### src/rtl/multi_channel_fanout.sv
// Synchronised, debounced single-input fan-out to CH_NUM registered channels,
// each configurable at run time as buffer, inverter, toggle or edge-pulse.
module multi_channel_fanout #(
  parameter int CH_NUM      = 6,
  parameter int SYNC_STAGES = 2,
  parameter int DEB_W       = 4,
  parameter int CH_W        = 4
) (
  input  logic              clk,
  input  logic              rst_n,
  input  logic              din,
  input  logic [DEB_W-1:0]  deb_len,
  input  logic              cfg_wr,
  input  logic [CH_W-1:0]   cfg_ch,
  input  logic [1:0]        cfg_mode,
  output logic [CH_NUM-1:0] dout,
  output logic              d_stb,
  output logic              d_rise,
  output logic              d_fall,
  output logic              cfg_err
);

  typedef enum logic [1:0] {
    MODE_BUF    = 2'b00,
    MODE_NOT    = 2'b01,
    MODE_TOGGLE = 2'b10,
    MODE_PULSE  = 2'b11
  } mode_t;

  logic [SYNC_STAGES-1:0] sync_r;
  logic                   s_s;
  logic [DEB_W-1:0]       cnt_r;
  logic                   stb_r;
  logic                   rise_evt_r;
  logic                   fall_evt_r;
  mode_t                  mode_r [CH_NUM];
  logic [CH_NUM-1:0]      dout_r;
  logic [CH_NUM-1:0]      dout_nxt_s;
  logic [CH_NUM-1:0]      wr_hit_s;
  logic                   cfg_legal_s;
  logic                   d_rise_r;
  logic                   d_fall_r;
  logic                   cfg_err_r;

  assign s_s         = sync_r[SYNC_STAGES-1];
  assign cfg_legal_s = ({1'b0, cfg_ch} < (CH_W+1)'(CH_NUM));

  // Per-channel write decode
  always_comb begin
    wr_hit_s = '0;
    for (int i = 0; i < CH_NUM; i++) begin
      if (cfg_wr && (cfg_ch == CH_W'(i))) begin
        wr_hit_s[i] = 1'b1;
      end else begin
        wr_hit_s[i] = 1'b0;
      end
    end
  end

  // Next channel outputs; a write on a channel clears it and drops that edge's event
  always_comb begin
    dout_nxt_s = '0;
    for (int i = 0; i < CH_NUM; i++) begin
      if (wr_hit_s[i]) begin
        dout_nxt_s[i] = 1'b0;
      end else begin
        case (mode_r[i])
          MODE_BUF:    dout_nxt_s[i] = stb_r;
          MODE_NOT:    dout_nxt_s[i] = ~stb_r;
          MODE_TOGGLE: dout_nxt_s[i] = dout_r[i] ^ rise_evt_r;
          MODE_PULSE:  dout_nxt_s[i] = rise_evt_r;
          default:     dout_nxt_s[i] = 1'b0;
        endcase
      end
    end
  end

  // Input synchroniser
  always_ff @(posedge clk) begin
    if (!rst_n) begin
      sync_r <= '0;
    end else begin
      sync_r <= {sync_r[SYNC_STAGES-2:0], din};
    end
  end

  // Debounce: accept a new level after deb_len+1 consecutive disagreeing samples
  always_ff @(posedge clk) begin
    if (!rst_n) begin
      cnt_r      <= '0;
      stb_r      <= 1'b0;
      rise_evt_r <= 1'b0;
      fall_evt_r <= 1'b0;
    end else if (s_s != stb_r) begin
      if (cnt_r >= deb_len) begin
        stb_r      <= s_s;
        cnt_r      <= '0;
        rise_evt_r <= s_s;
        fall_evt_r <= ~s_s;
      end else begin
        cnt_r      <= cnt_r + DEB_W'(1);
        rise_evt_r <= 1'b0;
        fall_evt_r <= 1'b0;
      end
    end else begin
      cnt_r      <= '0;
      rise_evt_r <= 1'b0;
      fall_evt_r <= 1'b0;
    end
  end

  // Channel modes and registered outputs
  always_ff @(posedge clk) begin
    if (!rst_n) begin
      dout_r    <= '0;
      d_rise_r  <= 1'b0;
      d_fall_r  <= 1'b0;
      cfg_err_r <= 1'b0;
      for (int i = 0; i < CH_NUM; i++) begin
        mode_r[i] <= MODE_BUF;
      end
    end else begin
      dout_r    <= dout_nxt_s;
      d_rise_r  <= rise_evt_r;
      d_fall_r  <= fall_evt_r;
      cfg_err_r <= cfg_wr & ~cfg_legal_s;
      for (int i = 0; i < CH_NUM; i++) begin
        if (wr_hit_s[i]) begin
          mode_r[i] <= mode_t'(cfg_mode);
        end
      end
    end
  end

  assign dout    = dout_r;
  assign d_stb   = stb_r;
  assign d_rise  = d_rise_r;
  assign d_fall  = d_fall_r;
  assign cfg_err = cfg_err_r;

endmodule
### config.mk
export PLATFORM = sky130hd
export DESIGN_NAME = multi_channel_fanout
export DESIGN_NICKNAME = d
export VERILOG_FILES = /design/src/rtl/multi_channel_fanout.sv
export SDC_FILE = /design/constraint.sdc
export NUM_CORES = 1
export LEC_CHECK = 0
export CORE_MARGIN = 4
export CORE_UTILIZATION = 30
export CTS_CLUSTER_DIAMETER = 60
export DETAILED_ROUTE_END_ITERATION = 8
export GPL_TIMING_DRIVEN = 0
export SYNTH_ARGS = -nofsm -noshare
export SYNTH_HDL_FRONTEND = slang
export SYNTH_SLANG_ARGS = --single-unit
### constraint.sdc
create_clock -name clk -period 3.4 [get_ports clk]
set_clock_uncertainty 0.1 [all_clocks]
set_input_delay 0.68 -clock clk [delete_from_list [all_inputs] [get_ports clk]]
set_output_delay 0.68 -clock clk [all_outputs]
set_load 0.01 [all_outputs]
==> flow_summary.json <==
{
  "power.total_mw": 0.740,
  "met1_length_um": 1230,
  "finalMaxSlewViolations": 0,
  "route.vias.total": 1012,
  "chipWidth_um": 76.6,
  "hpwl_um": 1990,
  "top_layer_used": "met4",
  "crit_type": "input pin to flop",
  "cpPeakStageDelay_ns": 0.40,
  "antenna_found_initial": 0,
  "cp.arrival_ns": 2.25,
  "finalSetupTns_ns": 0,
  "fmax_mhz": 457,
  "synth_seq_cells": 30,
  "power_frac_seq_pct": 53.9,
  "htree_levels": 2,
  "die_area_um2": 5870,
  "p_sw_mw": 0.167,
  "syn_area_um2": 1410,
  "wl_per_cell_um": 11.4,
  "drv_cap": 0,
  "route.met2.wl_um": 1150,
  "io_pins": 24,
  "grt_pass1_wl_um": 4330,
  "comb_power_share_pct": 10.8,
  "slowest_stage": "clkdlybuf4s50_1",
  "overflow": 0,
  "ys_warn_count": 0,
  "crit_required_ns": 3.47,
  "gp_congestion": 0.813,
  "start_kind": "input pin",
  "rows": 24,
  "syn_to_final_growth_pct": 25.3,
  "cts_tree": "built",
  "clkPwrFrac_pct": 35.3,
  "cp_max_fo": 3,
  "clkLatencyLatePin_ns": 0.27,
  "switching_share_pct": 22.5,
  "tightest_slew_ns": 0.443,
  "clockBufferDepth": 2,
  "track_usage_pct": 9.14,
  "crit_buf_inv": 1,
  "layout-drive-gt1-share_pct": 10.7,
  "finalHoldViolCount": 0,
  "intPower_mw": 0.574,
  "synth_seq_area_share_pct": 51.1,
  "io_buffer_count": 21,
  "avgViaCountPerCell": 4.58,
  "route.detailed.drc": 0,
  "hold_buffers": 0,
  "period_share_pct": 64.3,
  "path_clk_slew_ns": 0.06,
  "cts-resized-gates": 0,
  "synth_cell_types": 29,
  "grt_pass1_vias": 1007,
  "postCtsSetupBuffers": 0,
  "postRouteAntennaNets": 0,
  "maxSlewHeadroom_pct": 70.1,
  "first_pass_iters": 4,
  "min_path_type": "flop to flop",
  "avgSynthCellArea_um2": 10.1,
  "numCtsBuffers": 5,
  "fin_nets": 187,
  "die_h_um": 76.6,
  "leakagePower_nw": 0.655,
  "drt_iter0_drc": 18,
  "clock-root-buffer": "clkbuf_8",
  "routed_wl_um": 2530,
  "status": "complete, no violations",
  "core-area_um2": 4440,
  "crit_chain": "clkdlybuf4s50_1, ha_1, nand2b_4, a2111oi_4, nor2_1, and3_2",
  "crit_family": "simple AND/OR/NAND/NOR gates",
  "mostFrequentLayoutCells": "nor2_1, clkdlybuf4s50_1, dfxtp_1",
  "final_common_cell": "nor2_1",
  "grt_max_degree": 11,
  "setup_violations": 0,
  "synth_fp_nets": 159,
  "wl_met3_um": 136,
  "synth_cells": 140,
  "ir_worst_vdd_mv": 0.222,
  "diodes": 0,
  "rsz0062_at_grt": "no",
  "powerDensity_nw_per_um2": 419,
  "hold_slack_ns": 0.334,
  "cts.sinks": 30,
  "fin_crit_ns": 2.19,
  "start_util_pct": 31.8,
  "cp-end-kind": "flop"
}
## kinds of logic (layout without fill, tap and decap cells)
kind of cell / after synthesis / in the layout / synth area share (%)
adders and majority gates: 5 / 5 / 4.43
AOI/OAI and AO/OA: 17 / 17 / 10.1
muxes: 1 / 1 / 0.709
DFF: 30 / 30 / 51.1
buffers and inverters: 10 / 39 / 3.19
xor gates and xnor gates: 12 / 12 / 7.45
and+or+nand+nor: 65 / 65 / 23.0
## sequential cells by signal (all words and copies together) (netlist names)
| register | cells |
|---|---|
| mode_r | 12 |
| dout | 6 |
| cnt_r | 4 |
| sync_r | 2 |
| cfg_err | 1 |
| d_fall | 1 |
| d_rise | 1 |
| d_stb | 1 |
| fall_evt_r | 1 |
| rise_evt_r | 1 |
## final timing paths
kind	slack [ns]	endpoint	cells past startpoint	start
worst max-delay path	1.21	rise_evt_r	6	deb_len[0]
worst min-delay path	0.33	sync_r[1]	1	sync_r[0]
worst max register to register	1.62	rise_evt_r	6	cnt_r[0]
worst min register to register	0.33	sync_r[1]	1	sync_r[0]
## worst reg2reg max path: stages, from the launching register on
cell and delay (ns):
dfxtp_1 0.38, inv_1 0.06, ha_1 0.27, nand2b_4 0.15, a2111oi_4 0.38, nor2_1 0.14
and3_2 0.21
## metrics by stage
step                      instances  setup WS, ns  cell area (µm²)  utilization [%]
after detailed placement        213         0.908             1690             38.0
after floorplan                 140          1.42             1410                -
final                           221          1.21             1770             39.8
after global placement          213         0.946             1690             38.0
after CTS                       221          1.20             1770             39.8
after global routing            221          1.15             1770             39.8
## per-layer routing
metal  track usage (%)  vias to the layer above
met3              3.43                        2
met1              11.2                      458
met4              4.35                        0
met5                 0                        -
li1                  -                      529
met2              14.1                       23
## area by class of cell
class | count | area, µm²
fill | 440 | 2680
sequential | 30 | 721
multi-input combinational | 100 | 646
timing repair buffer | 21 | 210
clock buffer | 6 | 72.6
tap | 52 | 65.1
buffer | 5 | 26.3
inverter | 5 | 18.8
clock inverter | 2 | 8.76
## power groups by stage
stage / Combinational, mW / Clock [mW] / Sequential, mW
finish: 0.0800 / 0.261 / 0.399
global route: 0.0878 / 0.285 / 0.401
CTS: 0.0812 / 0.273 / 0.399
detailed placement: 0.0807 / 0 / 0.407
global placement: 0.0787 / 0 / 0.406
floorplan: 0.0431 / 0 / 0.408
## synth_stat cells
master,n,area [µm²]
a2111oi_4,1,27.5
a211oi_1,6,45.0
a21oi_1,2,10.0
and2_1,4,25.0
and3_2,2,15.0
buf_2,3,15.0
buf_4,1,7.51
clkbuf_1,1,3.75
dfxtp_1,18,360
edfxtp_1,12,360
ha_1,5,62.6
inv_1,5,18.8
mux2i_1,1,10.0
nand2_1,9,33.8
nand2b_1,2,12.5
nand2b_4,1,13.8
nand3_1,7,35.0
nand3b_1,2,15.0
nor2_1,25,93.8
nor2b_1,9,56.3
nor3_1,2,10.0
o21a_1,1,7.51
o21ai_0,4,20.0
o21ai_2,2,17.5
o221ai_2,1,15.0
or3_1,1,6.26
or3b_2,1,8.76
xnor2_1,6,52.6
xor2_1,6,52.6
Power figures use the tool's default switching activity.
